[src/rtl/bringup_uart_tx_pkg.sv]
`default_nettype none
// ============================================================================
// Module      : bringup_uart_tx_pkg
// Description : Shared types and constants for the bringup UART transmitter:
//               transmit FSM state encoding, scanner start byte, default
//               bit period and the parity helper.
// Revision    : 1.0 - initial release
// ============================================================================
package bringup_uart_tx_pkg;

    typedef enum logic [2:0] {
        UART_IDLE   = 3'd0,
        UART_START  = 3'd1,
        UART_DATA   = 3'd2,
        UART_PARITY = 3'd3,
        UART_STOP   = 3'd4
    } uart_state_e;

    // First byte of every scanner record
    localparam logic [7:0] c_SCANNER_START_BYTE = 8'hf0;

    // 12 MHz system clock / 115200 baud
    localparam int c_DEFAULT_CLKS_PER_BIT = 104;

    // Even parity bit: makes the total count of ones in data+parity even
    function automatic logic even_parity(input logic [7:0] b);
        return ^b;
    endfunction

endpackage : bringup_uart_tx_pkg
`default_nettype wire

[src/rtl/bringup_uart_tx_fifo.sv]
`default_nettype none
// ============================================================================
// Module      : bringup_byte_fifo
// Description : Byte FIFO with synchronous-read storage. The head byte is
//               prefetched into an output register so dout is valid whenever
//               the FIFO is not empty. Push is ignored when full, pop is
//               ignored when empty.
// Revision    : 1.0 - initial release
// ============================================================================
module bringup_byte_fifo #(
    parameter int DEPTH = 32
) (
    input  logic       clock,
    input  logic       reset,
    input  logic       push,
    input  logic [7:0] din,
    input  logic       pop,
    output logic [7:0] dout,
    output logic       empty,
    output logic       full
);
    localparam int               c_AW       = $clog2(DEPTH);
    localparam logic [c_AW:0]    c_FULL_CNT = (c_AW + 1)'(DEPTH);
    localparam logic [c_AW:0]    c_ONE_CNT  = (c_AW + 1)'(1);

    logic [7:0]      r_mem [DEPTH];
    logic [c_AW-1:0] r_wr_ptr;
    logic [c_AW-1:0] r_rd_ptr;
    logic [c_AW:0]   r_count;
    logic [7:0]      r_dout;
    logic [c_AW-1:0] w_rd_next;
    logic            w_push;
    logic            w_pop;

    assign empty     = (r_count == '0);
    assign full      = (r_count == c_FULL_CNT);
    assign w_push    = push && !full;
    assign w_pop     = pop && !empty;
    assign w_rd_next = r_rd_ptr + 1'b1;
    assign dout      = r_dout;

    // Storage write; contents need no reset since the count qualifies them
    always_ff @(posedge clock) begin
        if (w_push) begin
            r_mem[r_wr_ptr] <= din;
        end
    end

    // Pointers, occupancy and head prefetch register
    always_ff @(posedge clock) begin
        if (reset) begin
            r_wr_ptr <= '0;
            r_rd_ptr <= '0;
            r_count  <= '0;
            r_dout   <= '0;
        end else begin
            if (w_push) begin
                r_wr_ptr <= r_wr_ptr + 1'b1;
            end
            if (w_pop) begin
                r_rd_ptr <= w_rd_next;
            end
            case ({w_push, w_pop})
                2'b10:   r_count <= r_count + 1'b1;
                2'b01:   r_count <= r_count - 1'b1;
                default: r_count <= r_count;
            endcase
            // The head after a pop is either the next stored entry or, when
            // the last entry leaves, the byte being pushed right now.
            if (w_pop) begin
                if (r_count == c_ONE_CNT) begin
                    r_dout <= din;
                end else begin
                    r_dout <= r_mem[w_rd_next];
                end
            end else if (w_push && empty) begin
                r_dout <= din;
            end
        end
    end

endmodule : bringup_byte_fifo
`default_nettype wire

[src/rtl/bringup_uart_tx.sv]
`default_nettype none
// ============================================================================
// Module      : bringup_uart_tx
// Description : Buffers scanner bytes in a FIFO and serialises them LSB-first
//               as UART frames (8N1, or 8E1 when BRINGUP_UART_TX_PARITY_EN is
//               defined). hold_o backpressures the scanner when the FIFO is
//               full. Frames run back-to-back while bytes are queued.
// Config      : `define BRINGUP_UART_TX_PARITY_EN for an even parity bit.
// Revision    : 1.0 - initial release
// ============================================================================
module bringup_uart_tx
    import bringup_uart_tx_pkg::*;
#(
    parameter int CLKS_PER_BIT = c_DEFAULT_CLKS_PER_BIT,
    parameter int FIFO_DEPTH   = 32
) (
    input  logic       clock,
    input  logic       reset,
    input  logic       write_i,
    input  logic [7:0] data_i,
    output logic       hold_o,
    output logic       tx_o,
    output logic       busy_o
);
    localparam int              c_TW         = $clog2(CLKS_PER_BIT);
    localparam logic [c_TW-1:0] c_TIMER_LOAD = c_TW'(CLKS_PER_BIT - 1);

    uart_state_e     r_state;
    uart_state_e     w_state_nxt;
    logic [c_TW-1:0] r_timer;
    logic [c_TW-1:0] w_timer_nxt;
    logic [2:0]      r_bit_idx;
    logic [2:0]      w_bit_idx_nxt;
    logic [7:0]      r_shift;
    logic [7:0]      w_shift_nxt;
    logic            r_tx;
    logic            w_tx_nxt;
    logic            w_pop;
    logic            w_timer_done;
    logic [7:0]      w_fifo_dout;
    logic            w_fifo_empty;
    logic            w_fifo_full;
`ifdef BRINGUP_UART_TX_PARITY_EN
    logic            r_parity;
    logic            w_parity_nxt;
`endif

    bringup_byte_fifo #(
        .DEPTH (FIFO_DEPTH)
    ) u_fifo (
        .clock (clock),
        .reset (reset),
        .push  (write_i),
        .din   (data_i),
        .pop   (w_pop),
        .dout  (w_fifo_dout),
        .empty (w_fifo_empty),
        .full  (w_fifo_full)
    );

    assign w_timer_done = (r_timer == '0);
    assign hold_o       = w_fifo_full;
    assign tx_o         = r_tx;
    assign busy_o       = (r_state != UART_IDLE) || !w_fifo_empty;

    // Next-state, bit timing and next serial level; tx is registered from these
    always_comb begin
        w_state_nxt   = r_state;
        w_timer_nxt   = r_timer;
        w_bit_idx_nxt = r_bit_idx;
        w_shift_nxt   = r_shift;
        w_tx_nxt      = r_tx;
        w_pop         = 1'b0;
`ifdef BRINGUP_UART_TX_PARITY_EN
        w_parity_nxt  = r_parity;
`endif
        if (r_state != UART_IDLE) begin
            w_timer_nxt = w_timer_done ? c_TIMER_LOAD : (r_timer - 1'b1);
        end
        case (r_state)
            UART_IDLE: begin
                w_tx_nxt = 1'b1;
                if (!w_fifo_empty) begin
                    w_pop       = 1'b1;
                    w_shift_nxt = w_fifo_dout;
                    w_timer_nxt = c_TIMER_LOAD;
                    w_tx_nxt    = 1'b0;
                    w_state_nxt = UART_START;
`ifdef BRINGUP_UART_TX_PARITY_EN
                    w_parity_nxt = even_parity(w_fifo_dout);
`endif
                end
            end
            UART_START: begin
                if (w_timer_done) begin
                    w_state_nxt   = UART_DATA;
                    w_bit_idx_nxt = 3'd0;
                    w_tx_nxt      = r_shift[0];
                end
            end
            UART_DATA: begin
                if (w_timer_done) begin
                    if (r_bit_idx == 3'd7) begin
`ifdef BRINGUP_UART_TX_PARITY_EN
                        w_state_nxt = UART_PARITY;
                        w_tx_nxt    = r_parity;
`else
                        w_state_nxt = UART_STOP;
                        w_tx_nxt    = 1'b1;
`endif
                    end else begin
                        w_bit_idx_nxt = r_bit_idx + 3'd1;
                        w_shift_nxt   = {1'b0, r_shift[7:1]};
                        w_tx_nxt      = r_shift[1];
                    end
                end
            end
`ifdef BRINGUP_UART_TX_PARITY_EN
            UART_PARITY: begin
                if (w_timer_done) begin
                    w_state_nxt = UART_STOP;
                    w_tx_nxt    = 1'b1;
                end
            end
`endif
            UART_STOP: begin
                if (w_timer_done) begin
                    // Chain straight into the next start bit when data waits
                    if (!w_fifo_empty) begin
                        w_pop       = 1'b1;
                        w_shift_nxt = w_fifo_dout;
                        w_tx_nxt    = 1'b0;
                        w_state_nxt = UART_START;
`ifdef BRINGUP_UART_TX_PARITY_EN
                        w_parity_nxt = even_parity(w_fifo_dout);
`endif
                    end else begin
                        w_tx_nxt    = 1'b1;
                        w_state_nxt = UART_IDLE;
                    end
                end
            end
            default: begin
                w_tx_nxt    = 1'b1;
                w_state_nxt = UART_IDLE;
            end
        endcase
    end

    // State, timer, shift register and serial output registers
    always_ff @(posedge clock) begin
        if (reset) begin
            r_state   <= UART_IDLE;
            r_timer   <= '0;
            r_bit_idx <= '0;
            r_shift   <= '0;
            r_tx      <= 1'b1;
        end else begin
            r_state   <= w_state_nxt;
            r_timer   <= w_timer_nxt;
            r_bit_idx <= w_bit_idx_nxt;
            r_shift   <= w_shift_nxt;
            r_tx      <= w_tx_nxt;
        end
    end

`ifdef BRINGUP_UART_TX_PARITY_EN
    // Parity of the byte currently being sent, captured when it is popped
    always_ff @(posedge clock) begin
        if (reset) begin
            r_parity <= 1'b0;
        end else begin
            r_parity <= w_parity_nxt;
        end
    end
`endif

endmodule : bringup_uart_tx
`default_nettype wire

[config.mk]
export PLATFORM = sky130hd
export DESIGN_NAME = bringup_uart_tx
export DESIGN_NICKNAME = d
export VERILOG_FILES = /design/src/rtl/bringup_uart_tx_pkg.sv /design/src/rtl/bringup_uart_tx_fifo.sv /design/src/rtl/bringup_uart_tx.sv
export SDC_FILE = /design/constraint.sdc
export NUM_CORES = 1
export LEC_CHECK = 0
export ABC_AREA = 0
export BUFFER_PORTS_ARGS = -buffer_cell sky130_fd_sc_hd__buf_2
export CAP_MARGIN = 25
export CORE_MARGIN = 4
export CORE_UTILIZATION = 29
export DETAILED_ROUTE_END_ITERATION = 10
export PLACE_DENSITY_LB_ADDON = 0.05
export RECOVER_POWER = 25
export SLEW_MARGIN = 5
export SYNTH_ARGS = -nofsm -noshare
export SYNTH_HDL_FRONTEND = slang
export SYNTH_HIERARCHICAL = 1
export SYNTH_SLANG_ARGS = --single-unit
[constraint.sdc]
create_clock -name clock -period 4.9 [get_ports clock]
set_input_delay 0.49 -clock clock [delete_from_list [all_inputs] [get_ports clock]]
set_output_delay 0.49 -clock clock [all_outputs]
set_load 0.05 [all_outputs]
==> impl_metrics.tcl <==
set metrics [dict create \
    status "finished with violations" \
    violations "capacitance limit, slew limit" \
    crit_type "reg2reg" \
    syn-instance-count 743 \
    worst-r2r-setup-slack_ns 1.23 \
    boundaryPins 14 \
    ys_top_cells_by_area "edfxtp_1 61%, mux4_2 11%, dfxtp_1 7.3%" \
    grt_pass1_wl_um 45900 \
    die_h_um 217 \
    slowest_delay_ns 0.51 \
    die_w_um 217 \
    cp.arrival_ns 4.08 \
    grt_max_degree 71 \
    vdd_drop_max_mv 0.200 \
    place_ws_ns 1.19 \
    core_area_um2 43200 \
    power_density_nw_per_um2 502 \
    cts_htree_levels 2 \
    gr-max-usage-layer "met2" \
    dr.first_iter.drc_count 553 \
    worstSetupEndpointType "flop" \
    fillers 4163 \
    clkLatencyLatePin_ns 0.53 \
    synth_top_area_share_pct 60.7 \
    min_path_type "in2reg" \
    start_kind "flop" \
    synth_edf_count 256 \
    synth.distinct_cells 69 \
    syn_avg_cell_area_um2 17.1 \
    placementRows 76 \
    yosys_warnings 6 \
    drt_wl_total_um 30600 \
    die_area_um2 47100 \
    path_max_fanout 12 \
    synth-seq-cells 302 \
    antenna_cells 0 \
    power_uw 7330 \
    fin_hold_ws_ns 0.299 \
    maxSlewHeadroom_pct -15.7 \
    clockBufferDepth 3 \
    synthArstFlopShare_pct 0 \
    num_vias 6690 \
    clockRootBuffer "clkbuf_16" \
    setup_viol 0 \
    syn_nets 767 \
    multi_input_area_um2 3780 \
    antenna_left 0 \
    start_util_pct 29.4 \
    ctsHoldBuffers 0 \
    tightest_slew_ns 1.74 \
    gp_congestion 0.805 \
    crit_slowest_cell "or4b_4" \
    cts_setup_buffers 0 \
    grt_setup_unrepaired "false" \
    finClkSkew_ns 0.0143 \
    overflow 0 \
    period_share_pct 74.9 \
    cts_tree "built" \
    critPathRequiredTime_ns 5.31 \
    tns_ns 0 \
    drt_pass1_iterations 5 \
    cp_cell_sequence "inv_1 > ha_1 > or4b_4 > o21ai_1 > buf_4 > nand2_1 > nor3_1 > o31ai_4 > inv_4 > ha_1 > or4b_1 > a21oi_1 > a21boi_1 > xnor2_1 > nor2_1" \
    maxCapViolCount 5 \
    met2_usage_pct 21.4 \
    area_delta_synth_final_pct 15.3 \
    port_buffers 13 \
    met1_usage_pct 17.8 \
    synth_flop_cell "edfxtp_1" \
    grt_pass1_vias 7052 \
    synth_area_leader_cell "edfxtp_1" \
    period_minus_slack_ns 3.67 \
    fin_util_pct 33.8 \
    crit_top_cell "ha_1" \
    vias_per_cell 4.86 \
    ys_seq_area_share_pct 67.9 \
    setup_ws_ns 1.23 \
    wl_per_cell_um 22.2 \
    timing.final.hold_violations 0 \
    clk_pin_slew_ns 0.05 \
    drcViolationCount 0 \
    cts_resized 0 \
    fmax_mhz 272 \
    antenna_found_initial 0 \
    drive_above_1_share_pct 23.0 \
    cts_buffers 39 \
    grt.met3_usage_pct 2.29 \
    leakage_uw 0.00473 \
    fin_nets 790 \
    hpwl_um 18500 \
    drv_slew 136 \
    seq_area_um2 8610 \
    syn_area_um2 12700 \
    clock-sinks 302 \
    grtUsageTotal_pct 13.2 \
]
## cells in the final DEF, fill, tap and decap left out, types with 6 or more instances in the layout
| master | count |
|---|---|
| buf_2 | 8 |
| a2111oi_2 | 9 |
| o31ai_1 | 16 |
| xnor2_1 | 8 |
| dfxtp_1 | 45 |
| a211oi_1 | 13 |
| nand2_1 | 17 |
| xor2_1 | 6 |
| o2111ai_1 | 9 |
| clkbuf_1 | 11 |
| inv_1 | 16 |
| edfxtp_1 | 256 |
| mux2_2 | 8 |
| clkinv_2 | 9 |
| mux4_2 | 64 |
| mux2i_1 | 33 |
| nor2_1 | 75 |
| clkbuf_16 | 41 |
| a211oi_2 | 7 |
| o21ai_0 | 6 |
| nand3_1 | 12 |
| nor3_1 | 11 |
| a21oi_1 | 14 |
| ha_1 | 12 |
## logic make-up after synthesis
kind of cell	Yosys count	share of synthesized area, %
compound gates	99	6.59
xor+xnor	15	1.18
fa+ha+maj	13	1.28
buf+inv	55	2.22
flops	302	67.9
mux	105	14.7
simple gates	154	6.09
## state kept, by name (all words and copies together), names as in the netlist, 5 cells and up
register and cells:
r_shift 8, r_timer 7, u_fifo/dout 8, u_fifo/r_count 6, u_fifo/r_mem 256, u_fifo/r_rd_ptr 5, u_fifo/r_wr_ptr 5
## report_power, final
| group | switching, uW | internal, uW | leakage, uW |
|---|---|---|---|
| sequential | 104 | 2900 | 0.00268 |
| clock | 1040 | 1740 | 0.000620 |
| combinational | 909 | 633 | 0.00143 |
## final cells by class
class	instances	area share (%)
Sequential cell	302	59.0
Multi-Input combinational cell	386	25.9
Clock buffer	48	7.27
Tap cell	585	5.01
Clock inverter	19	1.37
Timing Repair Buffer	20	1.02
Inverter	17	0.454
## synth_stat cells (2+ instances only)
library cell	number
nand3_1	12
a31o_2	2
o21ai_0	6
mux2i_1	33
buf_2	13
o31ai_1	16
a311oi_1	2
nand2_1	17
nor3_1	11
nor2_1	75
buf_6	4
mux2_2	8
and3_1	2
xnor2_1	8
nand4b_1	2
or3_1	4
xor2_1	6
a22oi_1	2
o2111ai_1	9
dfxtp_1	46
a211oi_2	7
mux4_2	64
o21ai_1	3
a21oi_1	14
inv_1	16
nor4_1	2
nor3b_1	3
nand2b_1	4
a2111oi_2	9
a211oi_1	13
buf_4	7
edfxtp_1	256
nand3b_1	4
nand4_1	3
ha_1	13
clkbuf_1	14
## path summary, 6_finish.rpt
check                           startpoint                 to  cells past startpoint
worst min register to register  r_timer[5]         r_timer[5]                      2
worst max register to register  r_timer[0]  u_fifo/r_count[5]                     15
worst min-delay path                 reset         r_timer[5]                      2
worst max-delay path            r_timer[0]  u_fifo/r_count[5]                     15
## critical path, delay by kind of cell (launching register included)
kind,cells,cell delay (ns)
buffers and inverters,3,0.44
and+or+nand+nor,5,1.39
DFF,1,0.32
AOI/OAI and AO/OA,4,0.78
xor gates and xnor gates,1,0.13
adders and majority gates,2,0.48
## metrics by stage
step,cell area (um^2),cells
2_1_floorplan,12700,743
3_3_place_gp,13300,1309
3_5_place_dp,13300,1309
4_1_cts,14600,1376
5_1_grt,14600,1377
6_report,14600,1377
## routing by layer
layer / wire [um] / part of all wire (%)
met3: 1210 / 4.0
met1: 14100 / 46
met2: 14400 / 47
met5: 0 / 0
met4: 890 / 2.9
(Power assumes the default switching activity.)
